<file path="src/rtl/seg7_digit_driver.sv">
// -----------------------------------------------------------------------------
// seg7_digit_driver
//   Segment-side driver for a multiplexed 8-digit 7-segment display. Takes the
//   one-hot digit select from the scan counter and produces registered anode
//   enables plus the decoded segment byte for the active digit. Display data
//   is written through a valid/ready port into a pending buffer and only
//   becomes visible at a frame boundary (select entering digit 7). A short
//   dead time with all anodes off follows every select change to avoid ghosting.
//
// Ports
//   clk_div   in   1   scan clock (same clock as the scan counter)
//   rst_n     in   1   asynchronous active-low reset
//   en        in   1   display enable
//   select    in   8   one-hot digit select, bit i = digit i, 0 = no digit
//   wr_valid  in   1   write request
//   wr_ready  out  1   write accept (high while no write is pending)
//   wr_data   in   32  hex nibbles, wr_data[4i+3:4i] is digit i
//   wr_dp     in   8   decimal point per digit
//   lz_en     in   1   leading-zero suppression, used live
//   seg       out  8   {dp,g,f,e,d,c,b,a}, registered
//   dig_an    out  8   digit anode enables (active-high), registered
//   err       out  1   sticky flag: select seen with more than one bit set
// -----------------------------------------------------------------------------
module seg7_digit_driver #(
    parameter int unsigned BLANK_CYC      = 1,
    parameter bit          ACTIVE_LOW_SEG = 1'b1
) (
    input  logic        clk_div,
    input  logic        rst_n,
    input  logic        en,
    input  logic [7:0]  select,
    input  logic        wr_valid,
    output logic        wr_ready,
    input  logic [31:0] wr_data,
    input  logic [7:0]  wr_dp,
    input  logic        lz_en,
    output logic [7:0]  seg,
    output logic [7:0]  dig_an,
    output logic        err
);

    localparam logic [3:0] BLANK_INIT = 4'(BLANK_CYC);
    localparam logic [7:0] SEG_OFF    = ACTIVE_LOW_SEG ? 8'hFF : 8'h00;

    typedef enum logic [0:0] {
        ST_IDLE = 1'b0,
        ST_PEND = 1'b1
    } wr_state_e;

    // Active-high g..a pattern for one hex nibble.
    function automatic logic [6:0] hex_decode(input logic [3:0] nib);
        logic [6:0] pat;
        case (nib)
            4'h0:    pat = 7'h3F;
            4'h1:    pat = 7'h06;
            4'h2:    pat = 7'h5B;
            4'h3:    pat = 7'h4F;
            4'h4:    pat = 7'h66;
            4'h5:    pat = 7'h6D;
            4'h6:    pat = 7'h7D;
            4'h7:    pat = 7'h07;
            4'h8:    pat = 7'h7F;
            4'h9:    pat = 7'h6F;
            4'hA:    pat = 7'h77;
            4'hB:    pat = 7'h7C;
            4'hC:    pat = 7'h39;
            4'hD:    pat = 7'h5E;
            4'hE:    pat = 7'h79;
            4'hF:    pat = 7'h71;
            default: pat = 7'h00;
        endcase
        return pat;
    endfunction

    wr_state_e   state_q, state_d;
    logic [31:0] pend_data_q, pend_data_d;
    logic [7:0]  pend_dp_q, pend_dp_d;
    logic [31:0] disp_data_q, disp_data_d;
    logic [7:0]  disp_dp_q, disp_dp_d;
    logic [7:0]  sel_q, sel_d;
    logic [3:0]  blank_cnt_q, blank_cnt_d;
    logic [7:0]  seg_q, seg_d;
    logic [7:0]  dig_an_q, dig_an_d;
    logic        err_q, err_d;

    logic        frame_bnd_s;
    logic        sel_chg_s;
    logic        multi_s;
    logic        one_hot_s;
    logic [2:0]  dig_idx_s;
    logic [3:0]  nib_s;
    logic [7:0]  lz_mask_s;
    logic        suppress_s;
    logic [7:0]  raw_seg_s;
    logic        blank_s;

    // Write FSM state register.
    always_ff @(posedge clk_div or negedge rst_n) begin
        if (!rst_n) begin
            state_q <= ST_IDLE;
        end else begin
            state_q <= state_d;
        end
    end

    // Write FSM next state: accept in IDLE, release to IDLE at a frame boundary or when disabled.
    always_comb begin
        state_d = state_q;
        case (state_q)
            ST_IDLE: begin
                if (wr_valid) begin
                    state_d = ST_PEND;
                end else begin
                    state_d = ST_IDLE;
                end
            end
            ST_PEND: begin
                if (frame_bnd_s || !en) begin
                    state_d = ST_IDLE;
                end else begin
                    state_d = ST_PEND;
                end
            end
            default: state_d = ST_IDLE;
        endcase
    end

    // Write FSM outputs.
    always_comb begin
        wr_ready = 1'b0;
        case (state_q)
            ST_IDLE: wr_ready = 1'b1;
            ST_PEND: wr_ready = 1'b0;
            default: wr_ready = 1'b0;
        endcase
    end

    // Select qualification: change detect, frame boundary, one-hot checks.
    always_comb begin
        sel_chg_s   = (select != sel_q);
        frame_bnd_s = (select == 8'h80) && (sel_q != 8'h80);
        multi_s     = ((select & (select - 8'd1)) != 8'd0);
        one_hot_s   = (select != 8'd0) && !multi_s;
    end

    // Buffer updates: capture into pend on accept, copy pend to disp on release.
    always_comb begin
        pend_data_d = pend_data_q;
        pend_dp_d   = pend_dp_q;
        disp_data_d = disp_data_q;
        disp_dp_d   = disp_dp_q;
        if ((state_q == ST_IDLE) && wr_valid) begin
            pend_data_d = wr_data;
            pend_dp_d   = wr_dp;
        end else if ((state_q == ST_PEND) && (frame_bnd_s || !en)) begin
            disp_data_d = pend_data_q;
            disp_dp_d   = pend_dp_q;
        end else begin
            pend_data_d = pend_data_q;
            disp_data_d = disp_data_q;
        end
    end

    // Dead-time counter reloads on every select change and counts down otherwise.
    always_comb begin
        sel_d = select;
        if (sel_chg_s) begin
            blank_cnt_d = BLANK_INIT;
        end else if (blank_cnt_q != 4'd0) begin
            blank_cnt_d = blank_cnt_q - 4'd1;
        end else begin
            blank_cnt_d = blank_cnt_q;
        end
    end

    // Active digit index and leading-zero mask (bit i set when nibbles 7..i are zero).
    always_comb begin
        logic zero_above;
        dig_idx_s  = 3'd0;
        lz_mask_s  = 8'd0;
        zero_above = 1'b1;
        for (int i = 0; i < 8; i++) begin
            if (select[i]) begin
                dig_idx_s = 3'(i);
            end else begin
                dig_idx_s = dig_idx_s;
            end
        end
        for (int i = 7; i >= 0; i--) begin
            zero_above   = zero_above && (disp_data_q[i*4 +: 4] == 4'd0);
            lz_mask_s[i] = zero_above;
        end
        nib_s      = disp_data_q[{dig_idx_s, 2'b00} +: 4];
        suppress_s = lz_en && (dig_idx_s != 3'd0) && lz_mask_s[dig_idx_s];
    end

    // Next output byte; digit suppression keeps the anode and dp, only g..a go dark.
    always_comb begin
        blank_s   = (sel_chg_s && (BLANK_CYC != 0)) || (blank_cnt_q > 4'd1);
        raw_seg_s = {disp_dp_q[dig_idx_s], suppress_s ? 7'h00 : hex_decode(nib_s)};
        err_d     = err_q || multi_s;
        if (!en || !one_hot_s || blank_s) begin
            dig_an_d = 8'h00;
            seg_d    = SEG_OFF;
        end else begin
            dig_an_d = select;
            seg_d    = ACTIVE_LOW_SEG ? ~raw_seg_s : raw_seg_s;
        end
    end

    // Datapath and output registers.
    always_ff @(posedge clk_div or negedge rst_n) begin
        if (!rst_n) begin
            pend_data_q <= 32'd0;
            pend_dp_q   <= 8'd0;
            disp_data_q <= 32'd0;
            disp_dp_q   <= 8'd0;
            sel_q       <= 8'd0;
            blank_cnt_q <= 4'd0;
            seg_q       <= SEG_OFF;
            dig_an_q    <= 8'h00;
            err_q       <= 1'b0;
        end else begin
            pend_data_q <= pend_data_d;
            pend_dp_q   <= pend_dp_d;
            disp_data_q <= disp_data_d;
            disp_dp_q   <= disp_dp_d;
            sel_q       <= sel_d;
            blank_cnt_q <= blank_cnt_d;
            seg_q       <= seg_d;
            dig_an_q    <= dig_an_d;
            err_q       <= err_d;
        end
    end

    assign seg    = seg_q;
    assign dig_an = dig_an_q;
    assign err    = err_q;

endmodule

</file>
<file path="config.mk">
export PLATFORM = sky130hd
export DESIGN_NAME = seg7_digit_driver
export DESIGN_NICKNAME = d
export VERILOG_FILES = /design/src/rtl/seg7_digit_driver.sv
export SDC_FILE = /design/constraint.sdc
export NUM_CORES = 1
export LEC_CHECK = 0
export BUFFER_PORTS_ARGS = -buffer_cell sky130_fd_sc_hd__buf_2
export CAP_MARGIN = 20
export CORE_MARGIN = 1
export CORE_UTILIZATION = 57
export DETAILED_ROUTE_END_ITERATION = 8
export PLACE_DENSITY = 0.89
export SYNTH_ARGS = -nofsm -noshare
export SYNTH_HDL_FRONTEND = slang
export SYNTH_SLANG_ARGS = --single-unit
export TNS_END_PERCENT = 50
</file>
<file path="constraint.sdc">
create_clock -name clk_div -period 3 [get_ports clk_div]
set_clock_uncertainty 0.15 [all_clocks]
set_input_delay 0 -clock clk_div [delete_from_list [all_inputs] [get_ports clk_div]]
set_output_delay 0 -clock clk_div [all_outputs]
set_load 0.05 [all_outputs]
</file>
* After elaboration in Yosys (flattened, before gate mapping)
Memories as Yosys holds them, arrays and structs flattened. Index checks and enable logic that the tools add are counted.
Operators by class: $add $sub $neg 2, order comparisons 2, equality and inequality tests 3, shift operators 1, multiplexer cells 20, bitwise logic cells 4, reduce and logical (&&, ||, !) cells 35
Operator list (number):
- $logic_not 4->1 | 8
- $shiftx 32x6->4 | 1
- $mux 8 | 2
- $reduce_bool 8->1 | 2
- $logic_and 1x1->1 | 13
- $mux 3 | 4
- $and 8x8->8 | 1
- $eq 8x8->1 const B | 1
- $mux 4 | 2
- $ne 8x8->1 | 1
- $ne 8x8->1 const B | 1
- $not 8->8 | 1
- $sub 8x1->8 const B | 1
- $mux 7 | 1
- $bmux 1 s3 | 2
- $logic_or 1x1->1 | 5
- $mux 1 | 5
- $gt 4x1->1 const B | 1
- $lt 3x4->1 const B | 1
- $mux 2 | 2
- $pmux 1 s2 | 2
- $reduce_bool 4->1 | 1
- $sub 4x1->4 const B | 1
- $logic_not 1->1 | 3
- 4 further kinds | 5
Word-level totals: register bits after elaboration 110, ROM bits 112, input port bits 53, output and inout bits 18, logic and storage cells 78, memories kept 1
Memories:
- (no name shown) | depth 16, bits a word 7, rd ports 1, clocked after Yosys merged registers in 0, wr ports 0, line 53 | case (nib)

* Longest topological paths before layout
word-level depth 14, depth in mapped cells 12, mapped depth without buffers 11

* Worst setup path before layout
Ideal clock, no wire load.
path kind in2reg, start input port select[3], end register seg_q[3], in the netlist seg[3], library setup time 0.084 ns, arrival 2.029 ns, required time 2.766 ns, slack 0.736 ns, stages 11, path buffers 1, cell sequence buf_4 -> inv_1 -> a21oi_4 -> nor2_1 -> mux2_2 -> o22ai_1 -> inv_1 -> ha_1 -> nor3_1 -> a21oi_1 -> o2111ai_1
Between the ends: word-level cells in the longest chain between the ends 11, elaborated cells on any way between the ends 26, classes of those cells 1 x add/sub; 1 x eq/ne; 1 x shift; 9 x mux; 2 x bitwise; 11 x reduce/logical; 1 x memory
Ends and longest elaborated chain:
- from (decl) | line 31 | input logic [7:0] select,
- parallel branches: the longest is 10 deep, another holds $mem_v2 16x7
- $mux 8 * | line 202 | if (!en || !one_hot_s || blank_s) begin
- via seg_d[3] | line 82 | logic [7:0] seg_q, seg_d;
- to (signal assigned) | line 230 | seg_q <= seg_d;
- to (decl) | line 82
Mark *: on every way through the listed nets, which the timed path passes. The select of a mux whose other input is x is not followed. A chain may end at the register's enable or synchronous reset.

* Final worst setup path
start input port select[4], end register seg_q[0], in the netlist seg[0]
Between the ends: word-level cells in the longest chain between the ends 10, elaborated cells on any way between the ends 25, classes of those cells 1 x add/sub; 1 x eq/ne; 1 x shift; 8 x mux; 2 x bitwise; 11 x reduce/logical; 1 x memory
Ends and longest elaborated chain (line):
- parallel branches: the longest is 9 deep, another holds $mem_v2 16x7
- $mux 8 * | 202
- via seg_d[0] | 82
Marks and branches as above.

==> parameters.txt <==
Parameter                              Value

Outcome
  Status    finished, final reports clean

Timing
  Total of endpoints with negative setup slack in the final report    0
  Part of the cycle the worst path needs    0.930
  Max Clk Rate    about 0.36 GHz
  Worst slew margin relative to its limit    0.428
  Final number of hold-violating endpoints    0
  Min cycle time layout    between 2 and 3 ns
  RSZ-0062 raised after global routing    no
  Final Slew Violations    0
  Total negative setup slack    0 ns
  Transition time of the tightest slew-check pin    ~0.86 ns

Pwr
  Total power density per cell area    642 nW/um^2
  Net switching power of the design    approximately 1200 uW
  Static power due to leakage    around 0.0027 uW
  Fraction of power spent switching nets    0.305
  Share of power burned in registers    0.530
  Peak VDD IR    0.000400 V
  Cell internal pwr    between 2000 and 3000 uW
  Combinational power share    0.242
  Clock share of power    0.228

Critical path
  Depth of the worst register-to-register path    9
  Chain of cells forming the critical path    dlygate4sd3_1 -> buf_2 -> or2_4 -> o21ai_4 -> or4_1 -> o31ai_1 -> o32ai_4 -> inv_1 -> ha_1 -> inv_1 -> nor3_1 -> o21ai_0 -> nand4_1
  Endpoint of the most critical register-to-register path    seg[0]
  Critical Path RT    between 3 and 4 ns
  Kind of end point of the critical path    flop
  CP max stage delay    0.52 ns
  CP Max Fanout    13
  Worst-path cell with the longest stage delay    sky130_fd_sc_hd__dlygate4sd3_1
  Most used cell, CP    sky130_fd_sc_hd__inv_1
  Arrival @ worst endpoint    ~3 ns
  Category of the most critical setup path    in -> reg
  Minimum setup slack among reg-to-reg paths    0.53 ns
  R2R Path Start    disp_data_q[17]
  Kind of start point of the critical path    input port

Routing
  Pre-Repair DR Iteration Count    5
  Routed Wire Length    11200 um
  Detailed-route wire length per cell    17.5 um
  Via density per instance    a little under 6
  Drc violations    0
  Detailed-route via count    around 3700
  Number of nets with antenna violations after routing    0
  Iteration-0 DRC Markers    199

Floorplan
  DIE WIDTH    just under 100 um
  FP Rows    34
  Number of placed I/O pins    71
  Initial Utilization    0.590
  Total core area    a little under 9000 sq um
  Overall die area    9410 sq um
  Vertical die dimension    about 97 um

Synthesis
  Yosys reg bits    110
  Leading register cell type out of synthesis    sky130_fd_sc_hd__dfrtp_1
  Count of mapped cells out of synthesis    404
  Dominant cell type by area after synthesis    sky130_fd_sc_hd__dfrtp_1
  Number of warning messages in the yosys log    0
  Count of flip-flops with a built-in enable after synthesis    0
  Syn avg cell area    ~13 sq um
  Most common cell in the netlist    sky130_fd_sc_hd__dfrtp_1
  Most area-consuming cells after synthesis    sky130_fd_sc_hd__dfrtp_1 50%, sky130_fd_sc_hd__mux2_2 18%, sky130_fd_sc_hd__dfstp_2 4.1%, sky130_fd_sc_hd__ha_1 1.9%, sky130_fd_sc_hd__nor2_1 1.8%
  Post-synth cell types    between 60 and 70
  Synthesized cell area    5140 sq um
  Ys async rst share    1.00
  Number of nets in the synthesized netlist    roughly 470
  Sequential share of the synthesized area    0.537
  Synth top cells by count    102 x sky130_fd_sc_hd__dfrtp_1, 84 x sky130_fd_sc_hd__mux2_2, 25 x sky130_fd_sc_hd__nor2_1, 18 x sky130_fd_sc_hd__nand2_1, 12 x sky130_fd_sc_hd__inv_1
  Post-synth top area share    0.496

Clock network
  Number of buffers on the longest clock path    2
  Clk pin slew, worst setup/hold paths    0.10 ns
  H-tree depth    3
  Clock latency reported for the late side of the worst-skew pair    between 0.3 and 0.4 ns
  CTS tree    built
  Buffers inserted by post-CTS timing repair    0
  CTS Buf Count    9
  Sink Count    110
  Clock root buffer    sky130_fd_sc_hd__clkbuf_8

Hold path
  Number of cells on the worst hold path    4
  Hold path startpoint    en
  Hold Path Sink    seg[7]
  Path category of the worst min-delay check    in -> reg

Layout
  Final cell area excluding filler cells    6300 sq um
  Number of filler cells placed in the layout    about 550
  Area grow syn2layout    22.6%
  Net count reported at finish    587
  Fraction of final layout cells with drive strength greater than 1    0.406
  Antenna diode instance count    0

Global route
  Number of antenna violations at the first check in global routing    0
  Pin count of the biggest net entering global routing    73
  Total routing usage reported by global routing    0.255
  Overflow left after global routing    0
  Global-route wire length before repair    between 15000 and 20000 um
  Number of global-route vias before repair    between 3000 and 4000

Flow run
  Max capacitance violation total    0

Place
  Number of input and output port buffers inserted    70
  Cell area after placement    roughly 5600 sq um
  Weighted congestion reported at the end of routability-driven placement    roughly 0.9
  Final HPWL from detailed placement    7460 um
kinds of logic (layout without fill, tap and decap cells):
group,count (synthesis),count (layout),share of synthesized area
AOI/OAI and AO/OA,57,57,0.0888
xor gates and xnor gates,9,9,0.0153
adders and majority gates,8,8,0.0195
buffers and inverters,32,158,0.0370
DFF,110,110,0.537
muxes,88,88,0.193
and+or+nand+nor,100,100,0.110
registers in the layout, indices dropped and copies added (netlist names):
name	cells
sel_q	8
disp_data_q	32
state_q	1
pend_dp_q	8
disp_dp_q	8
seg	8
dig_an	8
pend_data_q	32
blank_cnt_q	4
err	1
layout make-up:
| cell class | instances | area [sq um] | area share |
|---|---|---|---|
| Clock buffer | 10 | 138 | 0.0218 |
| Clock inverter | 5 | 66.3 | 0.0105 |
| Inverter | 13 | 48.8 | 0.00774 |
| Multi-Input combinational cell | 262 | 2220 | 0.353 |
| Sequential cell | 110 | 2760 | 0.438 |
| Tap cell | 108 | 135 | 0.0214 |
| Timing Repair Buffer | 130 | 931 | 0.148 |
through the flow:
step | setup slack, ns | cells | hold slack (ns) | total power, uW | util
CTS | 0.154 | 638 | 0.0324 | 4040 | 0.721
detailed placement | 0.305 | 572 | 0.0256 | 3070 | 0.639
finish | 0.211 | 638 | 0.0411 | 4050 | 0.723
floorplan | 0.736 | 404 | -0.446 | 2770 | -
global placement | 0.369 | 572 | 0.0100 | 3000 | 0.639
global route | 0.0482 | 638 | 0.0357 | 4270 | 0.723
power groups by stage:
stage	logic, uW	registers [uW]	clock network [uW]
6_report	980	2140	922
3_3_place_gp	860	2150	0
4_1_cts	962	2140	941
2_1_floorplan	724	2050	0
5_1_grt	1070	2190	1010
3_5_place_dp	904	2170	0
placed cells by master, fill, tap and decap left out, drive strengths merged, types with 3 or more instances in the layout:
master and count:
a211oi 4, a21oi 11, a221oi 3, and2 8
buf 79, clkbuf 10, dfrtp 102, dfstp 8
dlygate4sd3 51, ha 8, inv 14, mux2 85
mux2i 3, nand2 18, nand3 9, nor2 27
nor2b 3, nor3 6, nor4 13, o211ai 4
o21ai 11, o22ai 5, o311ai 3, or2 4
or3 4, xor2 8
worst max-delay path by stage:
stage | slack [ns] | to | from | depth (start not counted)
6_report | 0.21 | seg[0] | select[4] | 13
5_1_grt | 0.05 | seg[0] | select[4] | 13
4_1_cts | 0.15 | seg[3] | select[2] | 12
3_5_place_dp | 0.30 | seg[3] | select[2] | 11
3_3_place_gp | 0.37 | seg[3] | select[2] | 11
2_1_floorplan | 0.74 | seg[3] | select[3] | 11
routing by layer:
layer | GRT usage | routed length [um]
met1 | 0.324 | 4690
met2 | 0.433 | 5740
met3 | 0.0397 | 438
met4 | 0.115 | 320
met5 | 0 | 0
critical path, delay by kind of cell:
| family | cells | cell delay [ns] |
|---|---|---|
| compound gates | 4 | 0.61 |
| simple gates | 4 | 1.08 |
| fa+ha+maj | 1 | 0.22 |
| buf+inv | 4 | 1.01 |
what timing repair did:
item / CTS / global route
gates resized for setup: 0 / 2
endpoints found under the hold margin: 126 / 0
endpoints found under the setup margin: 0 / 2
hold buffers: 51 / 0
Power figures use the tool's default switching activity.
